### src/rtl/shared_ram_arbiter.sv
// shared_ram_arbiter
// Arbitrates one single-port shared work RAM between the M68K and the Z80.
// Each CPU access becomes one IDLE -> ACCESS -> LATCH RAM cycle. The
// requester is held off with DTACK (M68K) or WAIT (Z80) until the cycle
// completes. Simultaneous requests alternate so neither side starves.
module shared_ram_arbiter #(
    parameter int ADDR_W = 11,
    parameter int DATA_W = 8
) (
    input  logic              clk,
    input  logic              reset_n,

    input  logic              m68k_req,
    input  logic              m68k_rw,
    input  logic [ADDR_W-1:0] m68k_addr,
    input  logic [DATA_W-1:0] m68k_din,
    output logic [DATA_W-1:0] m68k_dout,
    output logic              m68k_dtack_n,

    input  logic              z80_req,
    input  logic              z80_rd,
    input  logic [ADDR_W-1:0] z80_addr,
    input  logic [DATA_W-1:0] z80_din,
    output logic [DATA_W-1:0] z80_dout,
    output logic              z80_wait_n,

    output logic [ADDR_W-1:0] ram_addr,
    output logic [DATA_W-1:0] ram_din,
    output logic              ram_we,
    input  logic [DATA_W-1:0] ram_q
);

    typedef enum logic [1:0] {
        IDLE   = 2'd0,
        ACCESS = 2'd1,
        LATCH  = 2'd2
    } state_t;

    state_t state, state_nxt;

    logic done_m68k, done_z80;
    logic last_grant_z80;   // 1 = the Z80 owned the most recent RAM cycle
    logic grant_z80;        // owner of the RAM cycle in flight
    logic grant_write;      // RAM cycle in flight is a write
    logic pend_m68k, pend_z80;
    logic pick_z80;
    logic load_grant, latch_en;

    // A side is pending until its access completes; a held request is not re-serviced.
    assign pend_m68k = m68k_req & ~done_m68k;
    assign pend_z80  = z80_req & ~done_z80;

    // Sole requester wins; on a tie the side that did not go last wins.
    assign pick_z80 = pend_z80 & (~pend_m68k | ~last_grant_z80);

    // State register.
    always_ff @(posedge clk or negedge reset_n) begin
        // NOTE: non-blocking assignments in clocked blocks so every flop samples pre-edge values.
        if (!reset_n) state <= IDLE;
        else          state <= state_nxt;
    end

    // Next-state logic: one RAM cycle is always three clocks long.
    always_comb begin
        // NOTE: default assignment first so no path leaves state_nxt unassigned (no latch).
        state_nxt = state;
        case (state)
            IDLE:    if (pend_m68k | pend_z80) state_nxt = ACCESS;
            ACCESS:  state_nxt = LATCH;
            LATCH:   state_nxt = IDLE;
            default: state_nxt = IDLE;
        endcase
    end

    // Output decode: strobes for loading a grant and latching read data.
    always_comb begin
        load_grant = (state == IDLE) && (pend_m68k || pend_z80);
        latch_en   = (state == LATCH);
    end

    // Grant registers: drive the RAM port; write enable lasts exactly one clock.
    always_ff @(posedge clk or negedge reset_n) begin
        if (!reset_n) begin
            ram_addr       <= '0;
            ram_din        <= '0;
            ram_we         <= 1'b0;
            last_grant_z80 <= 1'b1;
            grant_z80      <= 1'b0;
            grant_write    <= 1'b0;
        end else if (load_grant) begin
            ram_addr       <= pick_z80 ? z80_addr : m68k_addr;
            ram_din        <= pick_z80 ? z80_din  : m68k_din;
            ram_we         <= pick_z80 ? ~z80_rd  : ~m68k_rw;
            last_grant_z80 <= pick_z80;
            grant_z80      <= pick_z80;
            grant_write    <= pick_z80 ? ~z80_rd  : ~m68k_rw;
        end else begin
            ram_we         <= 1'b0;
        end
    end

    // Read data capture into the owning side's register only.
    always_ff @(posedge clk or negedge reset_n) begin
        if (!reset_n) begin
            m68k_dout <= '0;
            z80_dout  <= '0;
        end else if (latch_en && !grant_write) begin
            if (grant_z80) z80_dout  <= ram_q;
            else           m68k_dout <= ram_q;
        end
    end

    // Completion flags: set at LATCH if the owner still requests, cleared once req is low.
    always_ff @(posedge clk or negedge reset_n) begin
        if (!reset_n) begin
            done_m68k <= 1'b0;
            done_z80  <= 1'b0;
        end else begin
            if (!m68k_req)                      done_m68k <= 1'b0;
            else if (latch_en && !grant_z80)    done_m68k <= 1'b1;
            if (!z80_req)                       done_z80  <= 1'b0;
            else if (latch_en && grant_z80)     done_z80  <= 1'b1;
        end
    end

    // DTACK follows the registered done flag; WAIT is combinational so it stalls immediately.
    assign m68k_dtack_n = ~done_m68k;
    assign z80_wait_n   = ~pend_z80;

endmodule

### config.mk
export PLATFORM = sky130hd
export DESIGN_NAME = shared_ram_arbiter
export DESIGN_NICKNAME = d
export VERILOG_FILES = /design/src/rtl/shared_ram_arbiter.sv
export SDC_FILE = /design/constraint.sdc
export NUM_CORES = 1
export LEC_CHECK = 0
export CAP_MARGIN = 40
export CORE_ASPECT_RATIO = 2
export CORE_MARGIN = 3
export CORE_UTILIZATION = 43
export CTS_BUF_LIST = sky130_fd_sc_hd__clkbuf_16
export DETAILED_ROUTE_END_ITERATION = 7
export GPL_TIMING_DRIVEN = 0
export HOLD_SLACK_MARGIN = 0.1
export PLACE_DENSITY_LB_ADDON = 0.2
export SETUP_SLACK_MARGIN = 0.02
export SLEW_MARGIN = 20
export SYNTH_ARGS = -nofsm -noshare
export SYNTH_HDL_FRONTEND = slang
export SYNTH_SLANG_ARGS = --single-unit
### constraint.sdc
create_clock -name clk -period 4.2 [get_ports clk]
set_input_delay 0.84 -clock clk [delete_from_list [all_inputs] [get_ports clk]]
set_output_delay 0.84 -clock clk [all_outputs]
set_load 0.05 [all_outputs]
## After elaboration in Yosys (flattened, before gate mapping)

Cells that the tools add are included.
Widths: inputs -> output; s select.

| word-level totals | value |
|---|---|
| word-level logic and storage cells | 49 |
| RAM bits | 0 |
| bits in read-only memories | 0 |
| output and inout port bits | 38 |
| memories | 0 |
| bits of input ports | 52 |
| latch bits | 0 |
| bits in registers | 43 |

| cells by class | value |
|---|---|
| reductions and logical operators | 10 |
| eq/ne operators | 5 |
| bitwise logic cells | 13 |
| $add $sub $neg | 0 |
| $lt $le $gt $ge | 0 |
| div/mod/pow operators | 0 |
| multipliers | 0 |
| mux-type cells | 10 |
| shift-type cells | 0 |

Operators by type and width:

| operator | count |
|---|---|
| $mux 11 | 1 |
| $mux 8 | 1 |
| $not 1->1 | 8 |
| $mux 1 | 6 |
| $logic_and 1x1->1 | 4 |
| $ne 2x1->1 const B | 2 |
| $pmux 2 s2 | 1 |
| $reduce_and 2->1 | 2 |
| $and 1x1->1 | 3 |
| $eq 2x1->1 const B | 1 |
| $eq 2x2->1 const B | 1 |
| $logic_not 1->1 | 2 |
| $logic_not 2->1 | 1 |
| $mux 2 | 1 |
| $ne 2x2->1 const B | 1 |
| $or 1x1->1 | 2 |
| $logic_or 1x1->1 | 1 |

## Longest topological paths before layout

Gate-level depths: netlist of run 1.

| logic depth | value |
|---|---|
| depth in word-level cells | 7 |
| gate-level depth with buffers | 6 |
| depth with buffers taken out | 5 |

## Worst setup path before layout of run 1

OpenSTA, ideal clock, no wires.

| timing path | value |
|---|---|
| kind | input to output |
| start | in z80_req |
| end | out z80_wait_n |
| arrival | 988 ps |
| required time | 3360 ps |
| path slack | 2372 ps |
| path buffers | 0 |
| stages on the path | 1 |
| cell sequence | nand2b_4 |

| on the way | value |
|---|---|
| cells in the longest elaborated chain, start to end | 2 |

Ends and longest elaborated chain:

| what | RTL line | source |
|---|---|---|
| start, declared | 20 | `input logic z80_req,` |
| $and 1x1->1 | 51 | `assign pend_z80 = z80_req & ~done_z80;` |
| $not 1->1 | 128 | `assign z80_wait_n = ~pend_z80;` |
| end, declared | 25 | `output logic z80_wait_n,` |

No other way between the ends.

## Final worst setup path of run 1

Same ends and word-level chain as after synthesis.

==> out/results.tsv, run 1 <==
stage	metric	value	unit
global_routing	global-route wire length before repair	7250	um
setup_path	critical path class	in2out	
floorplanning	DIE HEIGHT	98.6	um
finish	fin cells	318	
min_path	worst hold path type	reg2reg	
global_routing	aggregate global routing overflow	0	
floorplanning	Die X	52.3	um
clocking	root buffer cell	clkbuf_16	
routing	routed len/inst	14.0	um
place	HPWL after DPL	3520	um
finish	Fill cells	319	
sta	Final WS setup	1.14	ns
floorplanning	core region area	0.00413	mm2
routing	DR vias/cell	4.98	
routing	Routed Antenna Nets	0	
setup_path	CP Buf/Inv Count	2	
synth	Yosys reg bits	43	
routing	Iter 0 DRT Violations	5	
setup_path	CP max stage delay	0.80	ns
finish	layout cell share with drive strength beyond 1	0.143	
setup_path	Levels on crit path	3	
setup_path	r2r endpoint	z80_dout[3]$_DFFE_PN0P_	
place	worst slack, placed	1.13	ns
synth	mapped cell area	0.00184	mm2
sta	max-slew violations	0	
setup_path	CP Launch Point	z80_req	
synth	Mean Syn Cell Area	11.0	um2
setup_path	Crit path required time	3.36	ns
synth	Yosys warning count	0	
clocking	postcts setup bufs	0	
clocking	CTS tree	built	
sta	Tmin final	3.06	ns
min_path	WHS Endpoint	last_grant_z80$_DFFE_PN1P_	
sta	Hold WS	0.463	ns
finish	diodes inserted	0	
place	Port Buffers	89	
run	max-cap viol count	0	
setup_path	Critical Path, Cell by Cell	clkdlybuf4s50_1 -> nand2b_4 -> clkdlybuf4s50_1	
sta	maximum clock rate	0.327	GHz
place	routability cong.	0.795	
setup_path	WP data arrival	2.22	ns
routing	WL final	4440	um
setup_path	Worst R2R Start	grant_z80$_DFFE_PN0P_	
sta	fin crit share	0.728	
clocking	clock sink count	43	
setup_path	slowest cell on the critical path	clkdlybuf4s50_1	
setup_path	r2r setup slk	2.73	ns
routing	First-pass DRT Iterations	3	
routing	Via Count	1585	
setup_path	CP Launch Type	input pin	
clocking	H-tree Lvls	2	
sta	Tightest Pin Transition	0.523	ns
sta	skew final	0.00405	ns
global_routing	largest net degree at the start of global routing	30	
routing	DRC Markers	0	
finish	P&R area growth vs syn	60.0	%
pwr	peak supply drop	0.000647	V
setup_path	top cell family by delay on the critical path	buffers and inverters	
clocking	Resize count post-CTS	0	
sta	endpoints failing setup	0	
sta	RSZ-0062 raised after global routing	false	
clocking	cts bufs inserted	5	
global_routing	initial antenna violation count	0	
min_path	hold_sp	last_grant_z80$_DFFE_PN1P_	
global_routing	total track usage	0.187	
synth	sequential element share of the synthesized area	0.584	
finish	NumNets Final	317	
clocking	Max Root-Sink Buffers	2	
min_path	hold depth	2	
clocking	Worst-path clk slew	0.06	ns
place	placed insts	310	
finish	multi-input logic area	693	um2
status	outcome	completed	
sta	Slew HR	0.650	
setup_path	Critical Path End Type	output pin	
setup_path	critical path fanouts, max	4	
finish	Reg area	0.00108	mm2
sta	Sum Neg Setup Slack	0	ns
synth	Yosys cell types	22	
floorplanning	Die Area	0.00516	mm2
floorplanning	Rows	33	
pwr	Leak	0.00126	uW
sta	Final Hold Viols	0	
clocking	hold buffer count at CTS	0	
synth	syn nets	220	
floorplanning	I/O pin count	90	
floorplanning	Initial Util	0.447	
setup_path	FF-to-FF path depth	3	
synth	Post-Synthesis Cells	168	
global_routing	vias in the first global route	1640	
clocking	clk_lat worst skew	0.28	ns
setup_path	critical path's most frequent cell	clkdlybuf4s50_1	
pwr	pwr dens	907	mW/mm2
## worst register-to-register path, stage by stage (launching register included)
cell     delay [ns]
dfrtp_1        0.40
inv_1          0.11
nor3_4         0.44
mux2_2         0.40
## synth_stat cells
cell / count / area (um2)
dfstp_2: 1 / 26.3
o21ai_0: 1 / 5.00
nand3b_1: 1 / 7.51
nor3_4: 2 / 32.5
nor2_1: 21 / 78.8
a22o_1: 1 / 8.76
buf_4: 1 / 7.51
nor2b_1: 2 / 12.5
inv_4: 1 / 6.26
dfrtp_1: 42 / 1050
inv_1: 2 / 7.51
buf_6: 3 / 33.8
a211o_4: 1 / 17.5
and2_1: 1 / 6.26
a21oi_1: 39 / 195
o21a_1: 2 / 15.0
nand2b_4: 3 / 41.3
mux2_2: 16 / 180
nand2b_1: 1 / 6.26
buf_2: 3 / 15.0
clkbuf_1: 1 / 3.75
nand2_1: 23 / 86.3
## cells by family after synthesis
group / synth area share
compound gates: 0.131
buf+inv: 0.0400
flops: 0.584
mux: 0.0977
simple gates: 0.147
## where the power goes
part,leakage [uW],switching [uW],internal [uW],total [uW]
Combinational,0.000680,996,589,1580
Clock,0.0000701,143,214,357
Sequential,0.000507,112,623,736
Total,0.00126,1250,1430,2680
## final cells by class
cell class	count	share of cell area
Sequential cell	43	0.365
Clock inverter	3	0.00382
Buffer	8	0.0203
Clock buffer	5	0.0424
Tap cell	52	0.0220
Inverter	3	0.00466
Timing Repair Buffer	90	0.307
Multi-Input combinational cell	114	0.235
## cell usage in the layout (no fill, tap or decap), types with 3 or more instances in the layout
cell              n
clkdlybuf4s50_1  88
nor2_1           21
buf_2             4
nand2b_4          3
mux2_2           16
buf_6             3
a21oi_1          39
dfrtp_1          42
nand2_1          23
clkbuf_16         5
inv_1             3
## through the flow
| stage | total power, uW | util | area [um2] |
|---|---|---|---|
| after floorplan | 1810 | - | 1840 |
| after global placement | 2320 | 0.678 | 2800 |
| after detailed placement | 2350 | 0.682 | 2820 |
| after CTS | 2710 | 0.715 | 2950 |
| after global routing | 2820 | 0.715 | 2950 |
| final | 2680 | 0.715 | 2950 |
## routing by layer
metal,track usage,part of all wire,vias to the layer above
met5,0,0,-
met4,0.0846,0.031,0
met3,0.0454,0.062,11
met2,0.341,0.54,71
met1,0.190,0.37,743
li1,-,-,760
## worst max-delay path by stage
stage,endpoint,slack [ns]
detailed placement,z80_wait_n,1.13
global route,z80_wait_n,1.09
global placement,z80_wait_n,1.13
finish,z80_wait_n,1.14
floorplan,z80_wait_n,2.37
CTS,z80_wait_n,1.12
## flip-flops by register name (all words and copies together) (netlist names), 2 cells and up
register / count
z80_dout: 8
ram_addr: 11
ram_din: 8
state: 2
m68k_dout: 8
(Power assumes the default switching activity.)
==> run 2: changes to the inputs <==
--- a/config.mk
+++ b/config.mk
@@ -8,7 +8,7 @@
 export CAP_MARGIN = 40
 export CORE_ASPECT_RATIO = 2
 export CORE_MARGIN = 3
-export CORE_UTILIZATION = 43
+export CORE_UTILIZATION = 36
 export CTS_BUF_LIST = sky130_fd_sc_hd__clkbuf_16
 export DETAILED_ROUTE_END_ITERATION = 7
 export GPL_TIMING_DRIVEN = 0
==> constraint.sdc (replaced) <==
create_clock -name clk -period 2.8 [get_ports clk]
set_input_delay 0.56 -clock clk [delete_from_list [all_inputs] [get_ports clk]]
set_output_delay 0.56 -clock clk [all_outputs]
set_load 0.05 [all_outputs]
==> run 2 against run 1 <==
Compared with the run above:
- non-clock buffer count unchanged
- register-to-register slack worse by 1.4 ns
- setup slack worse by 0.85 ns
- critical path depth unchanged
- highest routed layer unchanged
- die area up 18%
- via count down 3.7%
- clock-buffer cell count unchanged
- clock skew up 0.0034 ns
- hold slack worse by 0.31 ns
- clock power up 50%
- critical endpoint unchanged
- sequential power up 49%
- sequential share of layout area down 0.093 points
==> out/results.tsv, run 2 (synthesis results as in run 1) <==
stage	metric	value	unit	change
status	outcome	completed		unchanged
clocking	Max Root-Sink Buffers	2		unchanged
clocking	CTS tree	built		unchanged
global_routing	total track usage	0.161		was 0.187
floorplanning	Die X	56.6	um	was 52.3 um
clocking	clk_lat worst skew	0.28	ns	about the same
pwr	Net Switching	1880	uW	was 1250 uW
clocking	hold buffer count at CTS	0		unchanged
finish	layout cell share with drive strength beyond 1	0.147		was 0.143
sta	max-slew violations	0		unchanged
setup_path	CP Launch Type	input pin		unchanged
sta	Final Hold Viols	0		unchanged
setup_path	WP data arrival	1.95	ns	was 2.22 ns
run	max-cap viol count	0		unchanged
place	Port Buffers	89		unchanged
finish	diodes inserted	0		unchanged
finish	max FFs per register	11		unchanged
setup_path	Crit path required time	2.24	ns	was 3.36 ns
pwr	pwr dens	1360	mW/mm2	was 907 mW/mm2
sta	Tightest Pin Transition	0.536	ns	was 0.523 ns
clocking	cts bufs inserted	5		unchanged
setup_path	Critical Path, Cell by Cell	clkdlybuf4s50_1 -> nand2b_4 -> clkdlybuf4s50_1		unchanged
setup_path	r2r endpoint	z80_dout[6]$_DFFE_PN0P_		was z80_dout[3]$_DFFE_PN0P_
floorplanning	I/O pin count	90		unchanged
global_routing	initial antenna violation count	0		unchanged
global_routing	vias in the first global route	1575		was 1640
finish	most frequent cells in the layout	clkdlybuf4s50_1, dfrtp_1, a21oi_1		unchanged
sta	Sum Neg Setup Slack	0	ns	unchanged
finish	final instance area	0.00296	mm2	was 0.00295 mm2
sta	Slew HR	0.641		was 0.650
finish	NumNets Final	317		unchanged
sta	Tmin final	2.51	ns	
pwr	Internal Power	2140	uW	was 1430 uW
place	HPWL after DPL	3550	um	was 3520 um
setup_path	r2r setup slk	1.34	ns	was 2.73 ns
setup_path	critical path class	in2out		unchanged
routing	WL final	4530	um	was 4440 um
place	routability cong.	0.775		was 0.795
global_routing	largest net degree at the start of global routing	33		was 30
routing	Routed Antenna Nets	0		unchanged
floorplanning	Initial Util	0.376		was 0.447
pwr	Flop pwr share	0.275		about the same
sta	RSZ-0062 raised after global routing	false		unchanged
pwr	Comb power frac	0.592		about the same
routing	DR vias/cell	4.72		was 4.98
floorplanning	DIE HEIGHT	107	um	was 98.6 um
global_routing	global-route wire length before repair	7500	um	was 7250 um
pwr	Sw Share	0.467		was 0.468
finish	largest reg by FF count	ram_addr		unchanged
clocking	H-tree Lvls	2		unchanged
pwr	peak supply drop	0.000749	V	was 0.000647 V
routing	routed len/inst	14.0	um	about the same
clocking	root buffer cell	clkbuf_16		unchanged
sta	maximum clock rate	0.399	GHz	
min_path	worst hold path type	in2async		was reg2reg
sta	skew final	0.00748	ns	was 0.00405 ns
sta	endpoints failing setup	0		unchanged
finish	commonest non-fill, non-tap cell in the layout	clkdlybuf4s50_1		unchanged
finish	P&R area growth vs syn	60.4	%	was 60.0%
routing	Iter 0 DRT Violations	50		was 5
routing	Via Count	1526		was 1585
clocking	Resize count post-CTS	0		unchanged
floorplanning	Die Area	0.00607	mm2	was 0.00516 mm2
clocking	Worst-path clk slew	0.06	ns	about the same
pwr	Leak	0.00126	uW	about the same
floorplanning	core region area	0.00491	mm2	was 0.00413 mm2
place	DP Area	0.00282	mm2	about the same
setup_path	slowest cell on the critical path	clkdlybuf4s50_1		unchanged
setup_path	Worst R2R Start	grant_z80$_DFFE_PN0P_		unchanged
setup_path	Critical Path End Type	output pin		unchanged
setup_path	FF-to-FF path depth	3		unchanged
setup_path	CP max stage delay	0.80	ns	about the same
floorplanning	Rows	36		was 33
setup_path	critical path fanouts, max	4		unchanged
sta	fin crit share	0.896		
setup_path	critical path's most frequent cell	clkdlybuf4s50_1		unchanged
routing	First-pass DRT Iterations	4		was 3
clocking	clock sink count	43		unchanged
clocking	postcts setup bufs	0		unchanged
global_routing	aggregate global routing overflow	0		unchanged
routing	DRC Markers	0		unchanged
pwr	clock network power share	0.134		was 0.133
[run 2: cell count changes in the layout (fill, tap and decap cells not counted)]
cell	before	now
clkinv_1	2	1
clkinv_2	0	1
[run 2: worst max-delay path: cells and delay by family]
| kind | cells | cell delay (ns) |
|---|---|---|
| buf+inv | 2 | 1.27 |
| simple gates | 1 | 0.12 |
[run 2: power groups by stage]
stage                     logic (uW)  clock network [uW]  registers (uW)
final                           2380                 537            1100
after global routing            2510                 577            1160
after CTS                       2410                 556            1110
after detailed placement        2400                   0            1120
after global placement          2390                   0            1110
after floorplan                  700                   0            2020
[run 2: how the worst max path moves through the flow]
| stage | startpoint | end | slack (ns) |
|---|---|---|---|
| finish | z80_req | z80_wait_n | 0.29 |
| global route | z80_req | z80_wait_n | 0.24 |
| CTS | z80_req | z80_wait_n | 0.28 |
| detailed placement | z80_req | z80_wait_n | 0.28 |
| global placement | reset_n | ram_din[4]$_DFFE_PN0P_ | 0.02 |
| floorplan | z80_req | ram_addr[10]$_DFFE_PN0P_ | 1.27 |
[run 2: per-layer routing]
layer,vias to the layer above,track usage,share of wire
met3,11,0.0386,0.066
met2,71,0.283,0.54
li1,756,-,-
met5,-,0,0
met4,0,0.0730,0.026
met1,688,0.180,0.37
[run 2: per-stage QoR]
stage               total power [uW]  worst slack, ns  hold WS (ns)  utilization  cells
CTS                             4070            0.277         0.160        0.603    323
global placement                3490           0.0163         0.446        0.572    314
floorplan                       2720             1.27         0.264            -    168
detailed placement              3520            0.283         0.456        0.575    315
global route                    4250            0.243         0.171        0.603    323
finish                          4020            0.292         0.156        0.603    323
[run 2: area by class of cell]
class | count | area, um2
clock inverters | 3 | 12.5
multi-input cells | 114 | 693
fillers | 416 | 1950
well taps | 57 | 71.3
plain buffers | 8 | 60.1
inverters | 3 | 13.8
flip-flops and latches | 43 | 1080
repair buffers | 90 | 906
clock buffers | 5 | 125
